[src/rtl/store_buffer_pkg.sv]
// Shared encodings and entry record for the store buffer and its FIFO.
package store_buffer_pkg;
  localparam logic [1:0] ST_NONE = 2'b00;
  localparam logic [1:0] ST_WORD = 2'b01;
  localparam logic [1:0] ST_HALF = 2'b10;
  localparam logic [1:0] ST_BYTE = 2'b11;

  typedef struct packed {
    logic [1:0]  st_type;
    logic [31:0] addr;
    logic [31:0] data;
    logic [31:0] pc;
  } sb_entry_t;

  localparam int ENTRY_W        = $bits(sb_entry_t);
  localparam int ENTRY_ADDR_LSB = 64;
endpackage

[src/rtl/store_buffer_fifo.sv]
// Generic DEPTH-entry circular FIFO of store records, with a per-slot
// valid/word-address view for hazard comparison.
module store_fifo
  import store_buffer_pkg::*;
#(
  parameter int DEPTH = 4
) (
  input  logic                      clk,
  input  logic                      rst,
  input  logic                      push,
  input  logic [ENTRY_W-1:0]        push_entry,
  input  logic                      pop,
  output logic [ENTRY_W-1:0]        head_entry,
  output logic [$clog2(DEPTH):0]    count,
  output logic [DEPTH-1:0]          entry_valid,
  output logic [DEPTH*30-1:0]       entry_word
);
  localparam int PTR_W = $clog2(DEPTH);
  localparam int CNT_W = PTR_W + 1;

  logic [ENTRY_W-1:0] mem_q [DEPTH];
  logic [ENTRY_W-1:0] mem_d [DEPTH];
  logic [PTR_W-1:0]   head_q, head_d;
  logic [PTR_W-1:0]   tail_q, tail_d;
  logic [CNT_W-1:0]   count_q, count_d;
  logic [PTR_W-1:0]   offset;

  always_comb begin
    mem_d   = mem_q;
    head_d  = head_q;
    tail_d  = tail_q;
    if (push) begin
      mem_d[tail_q] = push_entry;
      tail_d        = tail_q + PTR_W'(1);
    end
    if (pop) begin
      head_d = head_q + PTR_W'(1);
    end
    count_d = count_q + {{PTR_W{1'b0}}, push} - {{PTR_W{1'b0}}, pop};
  end

  // A slot is live when its distance from head is below the occupancy.
  always_comb begin
    entry_valid = '0;
    entry_word  = '0;
    offset      = '0;
    for (int i = 0; i < DEPTH; i++) begin
      offset                 = PTR_W'(i) - head_q;
      entry_valid[i]         = ({1'b0, offset} < count_q);
      entry_word[i*30 +: 30] = mem_q[i][ENTRY_ADDR_LSB+2 +: 30];
    end
  end

  always_ff @(posedge clk) begin
    if (rst) begin
      head_q  <= '0;
      tail_q  <= '0;
      count_q <= '0;
      for (int i = 0; i < DEPTH; i++) mem_q[i] <= '0;
    end else begin
      head_q  <= head_d;
      tail_q  <= tail_d;
      count_q <= count_d;
      mem_q   <= mem_d;
    end
  end

  assign head_entry = mem_q[head_q];
  assign count      = count_q;
endmodule

[src/rtl/store_buffer.sv]
// In-order store buffer: queues MEM-stage stores, drains one per cycle into
// the data memory when no load owns the port, and flags load/store overlap.
module store_buffer
  import store_buffer_pkg::*;
#(
  parameter int DEPTH = 4
) (
  input  logic                   CLK,
  input  logic                   RESET,
  input  logic                   StValid,
  input  logic [1:0]             StType,
  input  logic [31:0]            StAddr,
  input  logic [31:0]            StData,
  input  logic [31:0]            StPC,
  output logic                   StReady,
  input  logic                   LdValid,
  input  logic [31:0]            LdAddr,
  output logic                   LdHazard,
  output logic [1:0]             MemWE,
  output logic [31:0]            MemA,
  output logic [31:0]            MemWD,
  output logic [31:0]            MemPC,
  output logic [$clog2(DEPTH):0] Count,
  output logic                   Empty
);
  localparam int CNT_W = $clog2(DEPTH) + 1;

  logic [ENTRY_W-1:0] head_raw;
  sb_entry_t          head;
  sb_entry_t          push_entry;
  logic [CNT_W-1:0]   count;
  logic [DEPTH-1:0]   entry_valid;
  logic [DEPTH*30-1:0] entry_word;
  logic               st_accept;
  logic               drain;
  logic               queued_hit;
  logic               unused_ld_lanes;

  store_fifo #(.DEPTH(DEPTH)) u_fifo (
    .clk         (CLK),
    .rst         (RESET),
    .push        (st_accept),
    .push_entry  (push_entry),
    .pop         (drain),
    .head_entry  (head_raw),
    .count       (count),
    .entry_valid (entry_valid),
    .entry_word  (entry_word)
  );

  assign head = head_raw;

  // Readiness looks only at registered occupancy; a same-cycle pop never
  // frees a slot for a push.
  always_comb begin
    StReady    = (count < CNT_W'(DEPTH));
    Empty      = (count == '0);
    Count      = count;
    st_accept  = StValid && (StType != ST_NONE) && StReady;
    push_entry = '{st_type: StType, addr: StAddr, data: StData, pc: StPC};
    drain      = !Empty && !LdValid && !RESET;
  end

  always_comb begin
    MemWE = drain ? head.st_type : ST_NONE;
    MemA  = Empty ? '0 : head.addr;
    MemWD = Empty ? '0 : head.data;
    MemPC = Empty ? '0 : head.pc;
  end

  // Word-granular overlap against queued entries and the store entering now.
  always_comb begin
    queued_hit = 1'b0;
    for (int i = 0; i < DEPTH; i++) begin
      if (entry_valid[i] && (entry_word[i*30 +: 30] == LdAddr[31:2])) queued_hit = 1'b1;
    end
    LdHazard = LdValid && (queued_hit || (st_accept && (StAddr[31:2] == LdAddr[31:2])));
  end

  assign unused_ld_lanes = ^LdAddr[1:0];
endmodule

[config.mk]
export PLATFORM = sky130hd
export DESIGN_NAME = store_buffer
export DESIGN_NICKNAME = d
export VERILOG_FILES = /design/src/rtl/store_buffer_pkg.sv /design/src/rtl/store_buffer_fifo.sv /design/src/rtl/store_buffer.sv
export SDC_FILE = /design/constraint.sdc
export NUM_CORES = 1
export LEC_CHECK = 0
export BUFFER_PORTS_ARGS = -buffer_cell sky130_fd_sc_hd__buf_2
export CORE_MARGIN = 10
export CORE_UTILIZATION = 58
export DETAILED_ROUTE_END_ITERATION = 8
export HOLD_SLACK_MARGIN = 0.06
export PLACE_DENSITY = 0.8
export SLEW_MARGIN = 20
export SYNTH_ARGS = -nofsm -noshare
export SYNTH_HDL_FRONTEND = slang
export SYNTH_SLANG_ARGS = --single-unit
[constraint.sdc]
create_clock -name CLK -period 2.8 [get_ports CLK]
set_clock_uncertainty 0.1 [all_clocks]
set_input_delay 0.42 -clock CLK [delete_from_list [all_inputs] [get_ports CLK]]
set_output_delay 0.42 -clock CLK [all_outputs]
set_load 0.005 [all_outputs]
==> key figures, run 1 <==
Yosys
  – Yosys cell types: 36
  – Ys flop type: dfxtp_1
  – Register area share after synthesis: 0.429
  – Most common cell in the netlist: nand2_1
  – Synth area leaders: dfxtp_1 43%, nand2_1 16%, mux4_2 12%
  – Synth cell count leaders: 785 x nand2_1, 399 x dfxtp_1, 397 x a21oi_1
  – Mapped Nets: ~2400
  – Cells after Synth: 2220
  – Yosys warning count: 0
  – EDFF count, synth: 0
  – Register bit total from synthesis: about 400
  – Ys async rst share: 0
  – Leading area contributor after synthesis: dfxtp_1
  – Post-Syn Area per Cell: between 8 and 9 um^2
  – Synth top area share: 0.429
  – Mapped Area: 18600 um^2

Job
  – Max Cap Violations: 0

STA
  – Setup Viol. Count Final: 5
  – Setup TNS: -189 ps
  – RSZ-0062 raised after global routing: yes
  – Final worst slack: -153 ps
  – Max_slew headroom: 0.303
  – Tightest Pin Transition: ~1000 ps
  – Final hold violations: 0
  – Fmax: 339 MHz
  – Max-slew violation count: 0
  – Fin crit period: 2950 ps
  – Tcrit/Tclk final: 1.05

Die
  – Core Box Area: 31600 um^2
  – Die width: around 200 um
  – Die ar.: 39700 um^2
  – Row cnt: 65
  – Die Height: approximately 200 um
  – Initial core utilization: 0.589
  – IO Pins: ~240

Cells and area
  – Final Core Density: 0.704
  – Area delta synth->final: 19.7%
  – Filler cell count: roughly 2300
  – Fin cells: 2851
  – Share of layout cells above drive strength 1: 0.194
  – Final #Nets: 2550
  – Design area: 22300 um^2

Place
  – GPL Wtd Cong: 0.995
  – Place WS: 111 ps
  – IO buf count: 235
  – DP HPWL: 36.9 mm
  – Placed insts: approximately 2700
  – Placed cell area: between 20000 and 25000 um^2

Setup path
  – Crit path max fanout: 3
  – Startpoint class of the critical path: register
  – Critical path data required time: 2280 ps
  – Setup CP Type: register to output port
  – CP arrival: approximately 2400 ps
  – Crit end category: output port
  – Reg2Reg Setup Slack: 430 ps

Routing
  – DR WL met2: between 20 and 30 mm
  – Drt wl/cell: 21.1 um
  – Final WL: about 60 mm
  – Total number of vias: ~17000
  – Initial DRC count: between 1500 and 2000
  – Max layer used: met5
  – Residual DRC: 0
  – ANT nets after route: 0
  – M1 wire length: 22.2 mm
  – Drt via density: 5.97
  – Drt pass-1 iters: 5
  – Met3 wire length: 6.21 mm

Power and ir drop
  – Pwr/cell area: 717 nW/um^2
  – VDD IR-drop max: 892 uV
  – LEAKAGE: 8.04 nW

Clock tree
  – Root buf cell: clkbuf_16
  – CTS max path bufs: 3
  – Max H-tree Level: 2
  – Num CTS Buffers: 43
  – Clk sinks: roughly 400
  – Clock Latency Late Sink: between 500 and 600 ps
  – Clk slew on worst S/H paths: 60 ps
  – CTS tree: built

Global route
  – First-pass GRT wire length: 91.7 mm
  – Initial antenna violation count: 14
  – Vias in the first global route: roughly 17000
  – Largest net degree at the start of global routing: approximately 220
  – Grt ovf: 0
  – All-Layer GR Usage: 0.290

Run status
  – Outcome: finished, violations left
  – Failing checks: setup timing

Min path
  – Worst Hold Class: primary input to register
[placed cells by master (no fill, tap or decap), drive strengths merged, types with 10 or more instances in the layout]
cell	instances
a21oi	397
dlygate4sd3	63
diode	19
clkbuf	63
nor2b	99
nand2	789
xnor2	80
nand4	21
inv	10
xor2	76
nor4	20
dfxtp	399
buf	267
ha	10
mux4	98
[stage by stage]
stage               power (mW)  hold WS, ps
floorplan                 8.93          333
detailed placement        10.4          344
global placement          10.3          338
finish                    16.0         64.3
global route              16.6         64.9
CTS                       15.8         60.2
[state kept, by name (all words and copies together), names as in the netlist]
register / flops
u_fifo.head_q: 2
u_fifo.entry_word: 120
u_fifo.mem_q: 272
u_fifo.count: 3
u_fifo.tail_q: 2
[area by class of cell]
class | instances | area, um^2 | area share
Antenna cell | 19 | 47.5 | 0.00213
Multi-Input combinational cell | 1621 | 9990 | 0.448
Timing Repair Buffer | 331 | 2400 | 0.108
Clock buffer | 62 | 1260 | 0.0566
Tap cell | 402 | 503 | 0.0226
Sequential cell | 399 | 8000 | 0.359
Inverter | 9 | 33.8 | 0.00152
Clock inverter | 8 | 48.8 | 0.00219
[routing by layer]
metal,global-route usage,up-vias
met5,0,-
met4,0.142,4
met3,0.0592,141
met2,0.490,937
met1,0.346,8204
li1,-,7733
[critical path, cell delays in order, from the launching register on]
cell     delay (ps)
dfxtp_1         330
xnor2_1         360
nand4_1         150
nor4_1          380
nand3_1         150
o41ai_2          90
o41a_1          280
buf_2           150
[repair_timing]
item / 4_1_cts / 5_1_grt
resized for setup: 16 / 29
buffers inserted: 3 / 0
pin swaps: 5 / 1
hold buffers: 63 / 0
cloned: 0 / 1
hold endpoints to repair: 185 / 0
endpoints found under the setup margin: 3 / 89
[cells by family after synthesis]
kind of cell | Yosys count | share of synthesized area
compound gates | 403 | 0.110
xor+xnor | 156 | 0.0738
fa+ha+maj | 11 | 0.00780
buf+inv | 200 | 0.0458
flops | 399 | 0.429
mux | 99 | 0.119
simple gates | 952 | 0.215
[path summary, 6_finish.rpt]
kind / from / endpoint / cells after the start
setup / recovery: u_fifo.entry_word[107] / LdHazard / 7
hold reg to reg: u_fifo.mem_q[46] / u_fifo.mem_q[46] / 2
setup reg to reg: u_fifo.count[2] / u_fifo.count[1] / 8
hold / removal: StPC[7] / u_fifo.mem_q[301] / 3
[power by group]
| part | internal, mW | switching (mW) |
|---|---|---|
| clock network | 3.11 | 2.25 |
| registers | 6.00 | 0.253 |
| logic | 1.75 | 2.62 |
Note: power is estimated with default switching activity, not from simulation.
==> inputs of run 2 (changes only) <==
- CORE_UTILIZATION: 58 -> 63
- PLACE_DENSITY: 0.8 -> 0.87
- clock period: 2.8 -> 3.63 ns (I/O delays scaled with it)
==> run 2 against run 1 <==
The flow now finishes without violations. Cell count decreased by 3.1%. Design area decreased by 4.2%. Clock power decreased by 16%. Critical path type unchanged. Largest power group unchanged. Highest routed layer unchanged.
==> key figures, run 2 (synthesis results as in run 1) <==
Clock tree
  – Num CTS Buffers: 43
  – Post-CTS setup buffers: 0
  – Clk slew on worst S/H paths: 60 ps
  – CTS max path bufs: 3
  – Post-CTS Hold Buffers: 0
  – CTS tree: built
  – Max H-tree Level: 2
  – Root buf cell: clkbuf_16
  – CTS resizes: 0
  – Clk sinks: 399
  – Clock Latency Late Sink: 540 ps

Cells and area
  – Number of flip-flops in the largest register: between 200 and 300
  – Area delta synth->final: 14.6%
  – Design area: 21300 um^2
  – Share of layout cells above drive strength 1: 0.188
  – Final #Nets: 2477
  – Fin cells: 2763
  – Most common cell after layout, fill and taps aside: nand2_1
  – Largest register by flop count: u_fifo.mem_q
  – Most frequent cells in the layout: 785 x nand2_1, 397 x a21oi_1, 397 x dfxtp_1, 234 x buf_2, 99 x nor2b_1

Routing
  – Drt via density: 6.06
  – Total number of vias: between 15000 and 20000
  – Drt pass-1 iters: 6
  – ANT nets after route: 0
  – Drt wl/cell: approximately 21 um
  – Final WL: 56.7 mm
  – Initial DRC count: 2048
  – Residual DRC: 0

STA
  – Final hold violations: 0
  – RSZ-0062 raised after global routing: no
  – Tightest Pin Transition: 1180 ps
  – Fmax: 303 MHz
  – Setup Viol. Count Final: 0
  – Max-slew violation count: 0
  – Tcrit/Tclk final: 0.911
  – Fin crit period: 3310 ps
  – Max_slew headroom: 0.212
  – Setup TNS: 0 ps

Setup path
  – Critical Path Source: u_fifo.count[2]
  – Crit path max fanout: 6
  – Critical path data required time: 2990 ps
  – Startpoint class of the critical path: register
  – Crit end category: output port
  – Cell Chain, Critical Path: inv_2 -> o211a_1 -> nand4_1 -> or4_1 -> nor4_2 -> o41a_1 -> buf_2
  – Cell family with most CP delay: simple AND/OR/NAND/NOR gates
  – Critical path's slowest cell: or4_1
  – Largest stage delay on the critical path: 440 ps
  – Setup CP Type: register to output port
  – CP arrival: around 2700 ps
  – Worst R2R Start: u_fifo.count[2]
  – Worst Path Buf+Inv: 2

Place
  – Placed cell area: 19800 um^2
  – IO buf count: 235
  – GPL Wtd Cong: just over 1
  – Placed insts: 2671
  – DP HPWL: 35.4 mm

Global route
  – Largest net degree at the start of global routing: 236
  – Grt ovf: 0
  – All-Layer GR Usage: 0.300
  – Vias in the first global route: 16852
  – First-pass GRT wire length: 88.2 mm
  – Initial antenna violation count: 16

Job
  – Max Cap Violations: 0

Power and ir drop
  – Tot Pwr: 12.4 mW
  – Pwr/cell area: roughly 580 nW/um^2
  – VDD IR-drop max: 541 uV
  – LEAKAGE: 7.72 nW

Die
  – Die Height: around 190 um
  – Core Box Area: between 20000 and 30000 um^2
  – Initial core utilization: 0.643
  – IO Pins: 238
  – Row cnt: between 60 and 70
  – Die ar.: between 30000 and 40000 um^2
  – Die width: 192 um

Run status
  – Outcome: finished clean

Min path
  – Worst Hold Class: primary input to register
  – Hold_sp: StPC[13]
[run 2: worst paths after layout]
check / to / slack, ps / depth (start not counted)
setup / recovery: LdHazard / 320 / 7
hold / removal: u_fifo.mem_q[307] / 160 / 3
setup reg to reg: u_fifo.mem_q[345] / 1090 / 7
hold reg to reg: u_fifo.mem_q[100] / 350 / 2
[run 2: where the power goes]
part           switching, mW  total [mW]  internal [mW]
clock                   1.78        4.51           2.74
sequential             0.187        4.81           4.63
combinational           1.89        3.08           1.19
[run 2: cell type report]
class                      count  area (um^2)
antenna                       16         40.0
clock buffer                  56         1220
clock inverter                20          243
fill                        2024         7590
inverter                       9         33.8
multi-input combinational   1621         9810
sequential                   399         8000
tap                          384          480
timing repair buffer         258         1510
[run 2: per-stage QoR]
stage / worst slack, ps / util / hold WS (ps)
finish: 325 / 0.738 / 165
global route: 282 / 0.737 / 163
CTS: 409 / 0.736 / 153
detailed placement: 682 / 0.685 / 343
global placement: 653 / 0.685 / 338
floorplan: 956 / - / 333
[run 2: metal layers]
layer,track usage,up-vias,share of wire
li1,-,7597,-
met1,0.352,7934,0.36
met2,0.490,1007,0.48
met3,0.0736,204,0.11
met4,0.178,12,0.046
met5,0,-,0.0012
[run 2: worst register-to-register path: stages, from the launching register on]
cell	delay, ps
dfxtp_1	410
inv_2	230
o211a_1	330
buf_4	280
and2_4	450
buf_4	390
nand2_1	120
a21oi_1	150
